[src/rtl/mcu_link_pkg.sv]
// Shared definitions for the MCU byte-link dispatcher: frame states,
// target index map and the fixed bytes returned to the MCU outside a frame.
package mcu_link_pkg;

    // Frame sequencing states of the dispatcher.
    typedef enum logic [1:0] {
        IDLE    = 2'd0,
        CMD     = 2'd1,
        PAYLOAD = 2'd2,
        DISCARD = 2'd3
    } state_t;

    // Target index map as seen by the MCU in the first byte of a frame.
    localparam int TGT_SYS = 0;
    localparam int TGT_SDC = 1;
    localparam int TGT_HID = 2;
    localparam int TGT_OSD = 3;

    // Bytes returned to the MCU while no target is selected.
    localparam logic [7:0] DOUT_IDLE    = 8'h00;
    localparam logic [7:0] DOUT_DISCARD = 8'hFF;

    // Width of the inactivity counter.
    localparam int TMO_W = 20;

endpackage

[src/rtl/mcu_timeout.sv]
// Loadable down-counter guarding an open frame. A load (any MCU byte) always
// wins over expiry; expiry is reported combinationally on the cycle where the
// count sits at 1 with no load, so the caller can react on that same edge.
module mcu_timeout
    import mcu_link_pkg::*;
#(
    parameter logic [TMO_W-1:0] LOAD_VAL = 20'd500000
) (
    input  logic clk,
    input  logic rst_n,
    input  logic i_load,
    input  logic i_run,
    output logic o_expire
);

    logic [TMO_W-1:0] r_count;

    // Reload on every MCU byte, otherwise count down while a frame is open.
    always_ff @(posedge clk or negedge rst_n) begin
        if (!rst_n) begin
            // NOTE: sequential state uses non-blocking assignments so every
            // register samples pre-edge values regardless of block ordering.
            r_count <= '0;
        end else if (i_load) begin
            r_count <= LOAD_VAL;
        end else if (i_run && (r_count != '0)) begin
            r_count <= r_count - TMO_W'(1);
        end
    end

    assign o_expire = i_run && !i_load && (r_count == TMO_W'(1));

endmodule

[src/rtl/mcu_dispatch.sv]
// Front-end arbiter for the MCU byte link. The first byte of each frame picks
// a target; following bytes are forwarded to it as a sysctrl-style stream with
// the command byte flagged, and the selected target's data_out is returned to
// the MCU. Invalid targets are swallowed and stalled frames time out.
module mcu_dispatch
    import mcu_link_pkg::*;
#(
    parameter int               NUM_TARGETS = 4,
    parameter int               SEL_W       = 3,
    parameter logic [TMO_W-1:0] TIMEOUT     = 20'd500000
) (
    input  logic                     clk,
    input  logic                     reset_n,
    input  logic                     mcu_strobe,
    input  logic                     mcu_start,
    input  logic [7:0]               mcu_din,
    output logic [7:0]               mcu_dout,
    output logic [NUM_TARGETS-1:0]   tgt_strobe,
    output logic                     tgt_start,
    output logic [7:0]               tgt_din,
    input  logic [8*NUM_TARGETS-1:0] tgt_dout,
    output logic [SEL_W-1:0]         active_target,
    output logic                     busy,
    output logic                     frame_err
);

    state_t                 r_state;
    state_t                 w_next_state;

    logic [SEL_W-1:0]       r_active_target;
    logic [NUM_TARGETS-1:0] r_tgt_strobe;
    logic                   r_tgt_start;
    logic [7:0]             r_tgt_din;
    logic [7:0]             r_mcu_dout;
    logic                   r_busy;
    logic                   r_frame_err;

    logic                   w_valid_sel;
    logic                   w_run;
    logic                   w_expire;
    logic                   w_fwd;
    logic                   w_fwd_cmd;
    logic                   w_err;
    logic                   w_latch;
    logic [NUM_TARGETS-1:0] w_onehot;
    logic [7:0]             w_sel_dout;
    logic [7:0]             w_dout_next;

    assign w_valid_sel = (mcu_din < 8'(NUM_TARGETS));
    assign w_run       = (r_state != IDLE);

    mcu_timeout #(
        .LOAD_VAL (TIMEOUT)
    ) u_timeout (
        .clk      (clk),
        .rst_n    (reset_n),
        .i_load   (mcu_strobe),
        .i_run    (w_run),
        .o_expire (w_expire)
    );

    // Frame state register.
    always_ff @(posedge clk or negedge reset_n) begin
        if (!reset_n) begin
            r_state <= IDLE;
        end else begin
            r_state <= w_next_state;
        end
    end

    // Next state and per-byte actions; a start byte outranks everything,
    // any strobe outranks a simultaneous timeout expiry.
    always_comb begin
        // NOTE: every signal gets a default first so no path leaves it
        // unassigned, which would otherwise infer a latch.
        w_next_state = r_state;
        w_fwd        = 1'b0;
        w_fwd_cmd    = 1'b0;
        w_err        = 1'b0;
        w_latch      = 1'b0;
        if (mcu_strobe && mcu_start) begin
            if (w_valid_sel) begin
                w_next_state = CMD;
                w_latch      = 1'b1;
            end else begin
                w_next_state = DISCARD;
                w_err        = 1'b1;
            end
        end else if (mcu_strobe) begin
            case (r_state)
                CMD: begin
                    w_fwd        = 1'b1;
                    w_fwd_cmd    = 1'b1;
                    w_next_state = PAYLOAD;
                end
                PAYLOAD: w_fwd = 1'b1;
                default: ; // IDLE ignores stray bytes, DISCARD swallows them
            endcase
        end else if (w_expire) begin
            w_next_state = IDLE;
            w_err        = 1'b1;
        end
    end

    // Target select decode and the return-data mux.
    always_comb begin
        w_onehot   = '0;
        w_sel_dout = DOUT_IDLE;
        for (int k = 0; k < NUM_TARGETS; k++) begin
            if (r_active_target == SEL_W'(k)) begin
                w_onehot[k] = 1'b1;
                w_sel_dout  = tgt_dout[8*k +: 8];
            end
        end
        case (r_state)
            CMD, PAYLOAD: w_dout_next = w_sel_dout;
            DISCARD:      w_dout_next = DOUT_DISCARD;
            default:      w_dout_next = DOUT_IDLE;
        endcase
    end

    // Registered outputs: forwarded stream, return byte, status flags.
    always_ff @(posedge clk or negedge reset_n) begin
        if (!reset_n) begin
            // NOTE: every output register is reset so an abort mid-frame
            // leaves no stale strobe or selection behind.
            r_active_target <= SEL_W'(TGT_SYS);
            r_tgt_strobe    <= '0;
            r_tgt_start     <= 1'b0;
            r_tgt_din       <= 8'h00;
            r_mcu_dout      <= DOUT_IDLE;
            r_busy          <= 1'b0;
            r_frame_err     <= 1'b0;
        end else begin
            if (w_latch) begin
                r_active_target <= mcu_din[SEL_W-1:0];
            end
            r_tgt_strobe <= w_fwd ? w_onehot : '0;
            r_tgt_start  <= w_fwd && w_fwd_cmd;
            if (w_fwd) begin
                r_tgt_din <= mcu_din;
            end
            r_mcu_dout  <= w_dout_next;
            r_busy      <= (w_next_state != IDLE);
            // Back-to-back error events merge into a single pulse.
            r_frame_err <= w_err && !r_frame_err;
        end
    end

    assign mcu_dout      = r_mcu_dout;
    assign tgt_strobe    = r_tgt_strobe;
    assign tgt_start     = r_tgt_start;
    assign tgt_din       = r_tgt_din;
    assign active_target = r_active_target;
    assign busy          = r_busy;
    assign frame_err     = r_frame_err;

endmodule

[config.mk]
export PLATFORM = sky130hd
export DESIGN_NAME = mcu_dispatch
export DESIGN_NICKNAME = d
export VERILOG_FILES = /design/src/rtl/mcu_link_pkg.sv /design/src/rtl/mcu_timeout.sv /design/src/rtl/mcu_dispatch.sv
export SDC_FILE = /design/constraint.sdc
export NUM_CORES = 1
export LEC_CHECK = 0
export CAP_MARGIN = 20
export CORE_MARGIN = 5
export CORE_UTILIZATION = 43
export DETAILED_ROUTE_END_ITERATION = 8
export HOLD_SLACK_MARGIN = 0.06
export PLACE_DENSITY = 0.69
export SLEW_MARGIN = 10
export SYNTH_ARGS = -nofsm -noshare
export SYNTH_HDL_FRONTEND = slang
export SYNTH_SLANG_ARGS = --single-unit
[constraint.sdc]
create_clock -name clk -period 4.55 [get_ports clk]
set_input_delay 0.91 -clock clk [delete_from_list [all_inputs] [get_ports clk]]
set_output_delay 0.91 -clock clk [all_outputs]
set_load 0.05 [all_outputs]
After elaboration in Yosys (flattened, before gate mapping)
Cells that the tools add are included.
{"block": "totals", "wordCells": 61, "inputBits": 44, "regBits": 48}
{"block": "classes", "magnitude_cmp": 1, "mux": 29, "n_eq_ne": 7, "n_addsub": 1, "n_reduce_logical": 14}
{"operator": "$mux 20", "n": 2}
{"operator": "$mux 8", "n": 4}
{"operator": "$eq 20x1->1 const B", "n": 1}
{"operator": "$reduce_bool 20->1", "n": 1}
{"operator": "$sub 20x1->20 const B", "n": 1}
{"operator": "$mux 1", "n": 16}
{"operator": "$pmux 8 s2", "n": 1}
{"operator": "$mux 2", "n": 5}
{"operator": "$lt 8x3->1 const B", "n": 1}
{"operator": "$eq 3x2->1 const B", "n": 2}
{"operator": "$logic_and 1x1->1", "n": 6}
{"operator": "$reduce_bool 2->1", "n": 3}
{"operator": "$eq 2x2->1 const B", "n": 2}
{"operator": "$mux 4", "n": 1}
{"operator": "$eq 3x1->1 const B", "n": 1}
{"operator": "$logic_not 3->1", "n": 1}
{"operator": "$eq 2x1->1 const B", "n": 1}
{"operator": "$logic_not 1->1", "n": 2}
{"operator": "$reduce_or 2->1", "n": 1}

Longest topological paths before layout
Gate-level depths: netlist of the first run.
{"block": "logic_depth", "word_depth": 7, "depth_mapped": 7, "mapped_depth_nobuf": 6}

Modules after synthesis
From an unflattened synthesis of the first run, not the netlist that was laid out.
{"block": "hier_totals", "cells_unflattened": 229, "hier_area_um2": 2551.2}
{"mod": "mcu_dispatch", "n_inst": 1, "cells_per_inst": 107, "seq_area_each_um2": 700.7, "area_each_um2": 1340.0}
{"mod": "mcu_timeout", "n_inst": 1, "cells_per_inst": 122, "seq_area_each_um2": 500.5, "area_each_um2": 1211.2}

Worst setup path before layout of the first run
OpenSTA, ideal clock, no wires.
{"block": "synth_path", "path_kind": "input-to-reg", "startpoint": "input mcu_din[4]", "endpoint": "register r_active_target[0] (netlist: active_target[0])", "t_arrival_ps": 2106, "required_time_ps": 4422, "setup_slack_ps": 2317, "path_buffers": 0, "stages": 4, "setup_ps": 128, "path_cell_list": "or4_1 nor3_1 nand3_1 mux2_1"}
{"block": "synth_between", "elab_chain_cells": 3}
{"item": "start, declared", "line_no": "mcu_dispatch.sv:16", "rtl": "input logic [7:0] mcu_din,"}
{"item": "$lt 8x3->1", "line_no": "mcu_dispatch.sv:49", "rtl": "assign w_valid_sel = (mcu_din < 8'(NUM_TARGETS));"}
{"item": "$mux 1", "line_no": "mcu_dispatch.sv:82", "rtl": "if (w_valid_sel) begin"}
{"item": "$mux 1", "line_no": "mcu_dispatch.sv:81", "rtl": "if (mcu_strobe && mcu_start) begin"}
{"item": "end signal, assigned", "line_no": "mcu_dispatch.sv:127", "rtl": "r_active_target <= SEL_W'(TGT_SYS);"}
{"item": "end signal, assigned", "line_no": "mcu_dispatch.sv:136", "rtl": "r_active_target <= mcu_din[SEL_W-1:0];"}
{"item": "end, declared", "line_no": "mcu_dispatch.sv:30", "rtl": "logic [SEL_W-1:0] r_active_target;"}
Every way passes these cells.
A chain may end at the register's enable or synchronous reset.

Worst setup path after layout of the first run
{"block": "layout_path", "startpoint": "register r_active_target[1] (netlist: active_target[1])", "endpoint": "output active_target[1]"}
{"item": "end, declared", "line_no": "mcu_dispatch.sv:22", "rtl": "output logic [SEL_W-1:0] active_target,"}
No word-level cell between the ends.

==> flow_summary.yaml, run 1 <==
clock_tree:
  cts_buffers: 5
  cts_tree: "done"
  cts_hold_buf: 0
  cts.clk_slew.worst_paths_ps: 90
  cts_root_buffer: "clkbuf_8"
  cts_setup_buffers: 0
  clk_latency_ps: 310
  htreeDepth: 2
  clk_path_buf_depth: 2
  cts_resized: 0
  numClockSinks: 48
flow_run:
  cap_violations: 0
grt:
  grt_pass1_wl_mm: 10.9
  antenna_found_initial: 0
  grt_max_degree: 49
  track_usage: 0.177
  first_global_vias: 2200
  grt_overflow: 0
final_layout:
  fin_nets: 373
  seq_area_um2: 1200
  syn2layout_area_growth_pct: 31.8
  nFillCells: 545
  multi_input_area_um2: 1360
  fin_cells: 398
  diodes: 0
  drive_gt1_frac: 0.0991
logic_synthesis:
  syn_inst: 260
  yosys.area_share.simple: 0.217
  synth_top_family_by_area: "simple AND/OR/NAND/NOR gates"
  synth-edff-count: 0
  synth_compound_area_frac: 0.158
  synth_xor_area_frac: 0.00329
  yosysWarningCount: 0
  synth-main-ff-cell: "dfrtp_1"
  synth_fa_ha_area_frac: 0.0329
  ys_types: 49
  ys_seq_elements: 48
  seq_area_frac_synth: 0.452
  ys_async_sr_fraction: 1.00
  syn-num-nets: 311
  syn_area_per_cell_um2: 10.2
  synth_area_um2: 2660
  synth_mux_area_frac: 0.0997
die:
  io_pins: 70
  row_count: 28
  die_area_um2: 7860
  coreArea_um2: 5960
  die_w_um: 88.7
  fp.dieH_um: 88.7
  start_util: 0.447
route:
  ant_nets: 0
  drc: 0
  viasPerCell: 5.46
  routed_wirelength_mm: 6.43
  wl_per_cell_um: 16.1
  drt-pass1-iter-count: 4
  drt-initial-drc-count: 139
  vias: 2173
critical_path:
  reg2regPathDepth: 4
  worstPathMaxFanout: 16
  cp.required_ps: 3640
  crit_slowest_cell: "clkdlybuf4s50_1"
  crit_buf_inv: 1
  arrival_ps: 1890
  critPathLaunchType: "flop"
  crit_path_end_kind: "primary output"
  crit_type: "reg2out"
  cp.depth: 1
  critPathMaxStageDelay_ps: 900
  cp_cell_sequence: "clkdlybuf4s50_1"
  cp_top_family: "buffers and inverters"
  r2r_slack_ps: 2280
sta:
  hold_viol: 0
  setup_violations: 0
  finalCriticalPeriod_ps: 2800
  rsz0062_at_grt: "false"
  finClkSkew_ps: 9.26
  final.period_utilization: 0.615
  maxSlewHeadroom: 0.517
  tns_ps: 0
  slew_viol_final: 0
  tightestPinTransition_ps: 722
  fmax_mhz: 357
power:
  p_seq_frac: 0.398
  p_sw_frac: 0.365
  cellInternalPower_uw: 856
  power_density_nw_per_um2: 385
  p_comb_frac: 0.372
  p_leak_uw: 0.00139
  clkPwrFrac: 0.230
  switchingPower_uw: 493
  worst_ir_drop_vdd_mv: 0.293
place:
  gp_congestion: 0.803
  port_buffers: 69
  dp.cells: 389
  hpwlAfterDp_mm: 4.66
worst_hold_path:
  hold_class: "in2async"
outcome:
  outcome: "complete, no violations"
-- final cells by class --
class,instances,share of cell area
tap,75,0.0268
inverter,8,0.00857
sequential,48,0.343
clock inverter,2,0.00999
multi-input combinational,188,0.388
clock buffer,6,0.0207
timing repair buffer,71,0.203
-- cells in the mapped netlist, types with 2 or more instances --
library cell  instances  share of area
nor3_1                5         0.0094
mux2_1                7          0.030
a211o_1               3         0.0099
or4_1                 7          0.020
dfrtp_1              48           0.45
o21ai_0               6          0.011
buf_2                 3         0.0056
o21a_1                7          0.020
or3_1                 5          0.012
and2_1                2         0.0047
or2_1                 2         0.0047
nor4_2                2         0.0094
nor2_1               26          0.037
clkbuf_1             11          0.016
nand2_1               9          0.013
o31ai_1               5          0.014
a21oi_1              18          0.034
nand3_1               4         0.0075
nor4b_1               2         0.0066
ha_1                  7          0.033
nor2b_1              11          0.026
nor4_4                2          0.016
mux2i_1               4          0.015
inv_1                 7         0.0099
nor4_1                3         0.0071
o221a_2               2         0.0085
o22a_1                6          0.020
nand4_1               5          0.012
mux2_2               13          0.055
nand3b_1              4          0.011
nand2b_1              3         0.0071
a211oi_1              4          0.011
-- sequential cells by signal, indices dropped and copies added (netlist names) --
register and cells:
busy 1, tgt_start 1, active_target 3, u_timeout.r_count 20
tgt_din 8, tgt_strobe 4, frame_err 1, mcu_dout 8
r_state 2
-- power groups by stage --
stage	logic (uW)	clock network [uW]	registers, uW
2_1_floorplan	192	0	683
3_3_place_gp	497	0	545
3_5_place_dp	501	0	546
4_1_cts	503	314	538
5_1_grt	538	332	548
6_report	501	310	538
-- placed cells by master, fill, tap and decap left out, drive strengths merged, types with 4 or more instances in the layout --
cell type / synthesis / final
dfrtp: 48 / 48
mux2: 20 / 20
or3: 5 / 5
ha: 7 / 7
o22a: 6 / 6
o21a: 7 / 7
nor4: 7 / 7
nand4: 6 / 6
inv: 7 / 7
mux2i: 4 / 4
nor3: 6 / 6
nand2: 9 / 9
nor2: 26 / 26
a21oi: 18 / 18
o31ai: 5 / 5
nor2b: 11 / 11
clkbuf: 12 / 6
nand3b: 4 / 4
nand3: 4 / 4
clkdlybuf4s50: 0 / 68
a211oi: 4 / 4
or4: 7 / 7
o21ai: 7 / 7
-- stage by stage --
stage / hold slack, ps / worst slack [ps] / cell area (um2) / util / power [uW]
6_report: 501 / 1750 / 3510 / 0.589 / 1350
5_1_grt: 515 / 1640 / 3510 / 0.589 / 1420
4_1_cts: 520 / 1710 / 3490 / 0.585 / 1350
3_5_place_dp: 497 / 1540 / 3380 / 0.567 / 1050
3_3_place_gp: 490 / 1560 / 3380 / 0.567 / 1040
2_1_floorplan: 524 / 2320 / 2660 / - / 875
-- cells by family after synthesis --
logic type               after synthesis
XOR/XNOR                               1
AND/OR/NAND/NOR                       96
multiplexers                          24
buffers and inverters                 24
adder cells (fa/ha/maj)                7
AO/OA/AOI/OAI                         60
flip-flops                            48
-- worst paths after layout --
| kind | startpoint | to |
|---|---|---|
| max in group asynchronous | reset_n | mcu_dout[6] |
| worst min-delay path | reset_n | tgt_din[3] |
| worst max register to register | u_timeout.r_count[4] | r_state[1] |
| min in group clk | tgt_din[3] | tgt_din[3] |
| worst max-delay path | active_target[1] | active_target[1] |
| worst min register to register | tgt_din[3] | tgt_din[3] |
-- per-layer routing --
metal / routed length [um] / global-route usage / up-vias
li1: - / - / 1077
met1: 3010 / 0.242 / 1041
met2: 3110 / 0.283 / 47
met3: 192 / 0.0307 / 8
met4: 110 / 0.0632 / 0
met5: 0 / 0 / -
No activity file was read; power rests on OpenSTA's default activity.
==> run 2, diff against run 1 <==
--- a/config.mk
+++ b/config.mk
@@ -10,7 +10,7 @@
 export CORE_UTILIZATION = 43
 export DETAILED_ROUTE_END_ITERATION = 8
 export HOLD_SLACK_MARGIN = 0.06
-export PLACE_DENSITY = 0.69
+export PLACE_DENSITY = 0.72
 export SLEW_MARGIN = 10
 export SYNTH_ARGS = -nofsm -noshare
 export SYNTH_HDL_FRONTEND = slang
==> constraint.sdc (replaced) <==
create_clock -name clk -period 2.5 [get_ports clk]
set_input_delay 0.5 -clock clk [delete_from_list [all_inputs] [get_ports clk]]
set_output_delay 0.5 -clock clk [all_outputs]
set_load 0.05 [all_outputs]
==> flow_summary.yaml, run 2 (same netlist as run 1, synthesis figures left out) <==
critical_path:
  crit_slowest_cell: "clkdlybuf4s50_1"
  cp.required_ps: 2000
  reg2regPathDepth: 6
  r2r_start: "u_timeout.r_count[0]"
  crit_type: "reg2out"
  cp_cell_sequence: "clkdlybuf4s50_1"
  critPathMaxStageDelay_ps: 840
  arrival_ps: 1610
  crit_path_end_kind: "primary output"
  crit_buf_inv: 1
  cp_top_family: "buffers and inverters"
  r2r-end: "u_timeout.r_count[18]"
  worstPathMaxFanout: 7
  critPathLaunchType: "flop"
  r2r_slack_ps: 470
clock_tree:
  clk_path_buf_depth: 2
  cts.clk_slew.worst_paths_ps: 90
  cts_setup_buffers: 0
  htreeDepth: 2
  clk_latency_ps: 310
  cts_buffers: 5
  cts_hold_buf: 0
  numClockSinks: 48
  cts_tree: "done"
  cts_resized: 0
  cts_root_buffer: "clkbuf_8"
die:
  start_util: 0.447
  fp.dieH_um: 88.7
  die_w_um: 88.7
  coreArea_um2: 5960
  die_area_um2: 7860
  row_count: 28
  io_pins: 70
route:
  vias: 2251
  viasPerCell: 5.53
  drt-pass1-iter-count: 4
  wl_per_cell_um: 15.6
  drc: 0
  drt-initial-drc-count: 109
  ant_nets: 0
  routed_wirelength_mm: 6.34
sta:
  rsz0062_at_grt: "false"
  fmax_mhz: 474
  setup_violations: 0
  maxSlewHeadroom: 0.578
  finClkSkew_ps: 4.10
  tns_ps: 0
  tightestPinTransition_ps: 632
  hold_viol: 0
  slew_viol_final: 0
  finalCriticalPeriod_ps: 2110
  final.period_utilization: 0.843
grt:
  grt_max_degree: 34
  antenna_found_initial: 0
  first_global_vias: 2247
  grt_pass1_wl_mm: 10.8
  track_usage: 0.177
  grt_overflow: 0
final_layout:
  largest_reg_flops: 20
  nFillCells: 517
  syn2layout_area_growth_pct: 34.1
  fin_nets: 382
  final_common_cell: "clkdlybuf4s50_1"
  regMostFlops: "u_timeout.r_count"
  design_area_um2: 3570
  drive_gt1_frac: 0.127
  final_cell_mix: "68 x clkdlybuf4s50_1, 48 x dfrtp_1, 26 x nor2_1"
  diodes: 0
place:
  dpl_cell_area_um2: 3450
  gp_congestion: 0.805
  port_buffers: 69
  hpwlAfterDp_mm: 4.85
power:
  worst_ir_drop_vdd_mv: 0.473
  power_density_nw_per_um2: 698
  total_power_uw: 2490
  p_leak_uw: 0.00143
worst_hold_path:
  hold_class: "in2async"
outcome:
  outcome: "complete, no violations"
flow_run:
  cap_violations: 0
-- run 2: layout make-up --
cell class              count  area (um2)  share of cell area
clock buffers               5        68.8              0.0193
clock inverters             3        46.3              0.0130
inverters                   8        30.0             0.00842
multi-input cells         188        1360               0.381
flip-flops and latches     48        1200               0.337
well taps                  75        93.8              0.0263
repair buffers             80         768               0.215
-- run 2: stage by stage --
stage	worst slack, ps	std cells	hold WS (ps)	utilization
after detailed placement	189	399	460	0.580
after global placement	236	399	460	0.580
after global routing	289	407	134	0.599
after floorplan	615	260	204	-
final	392	407	112	0.599
after CTS	378	407	118	0.599
-- run 2: how the worst max path moves through the flow --
stage                              start          endpoint  slack [ps]  depth (start not counted)
floorplan               active_target[1]       mcu_dout[0]         610                          6
global placement              mcu_din[4]  active_target[0]         240                          5
CTS                     active_target[2]  active_target[2]         380                          1
detailed placement            mcu_din[4]  active_target[1]         190                          5
finish                  active_target[2]  active_target[2]         390                          1
global route        u_timeout.r_count[4]        r_state[1]         290                          4
-- run 2: metal layers --
metal	vias to the layer above	global-route usage	wire length, um
met5	-	0	0
met2	56	0.309	3220
li1	1096	-	-
met4	0	0.0618	123
met1	1088	0.218	2700
met3	11	0.0317	299
-- run 2: report_power, final --
| group | switching, uW | leakage, uW | total, uW | internal [uW] |
|---|---|---|---|---|
| Sequential | 86.7 | 0.000589 | 971 | 885 |
| Combinational | 551 | 0.000787 | 941 | 390 |
| Clock | 277 | 0.0000548 | 578 | 301 |
| Total | 914 | 0.00143 | 2490 | 1580 |
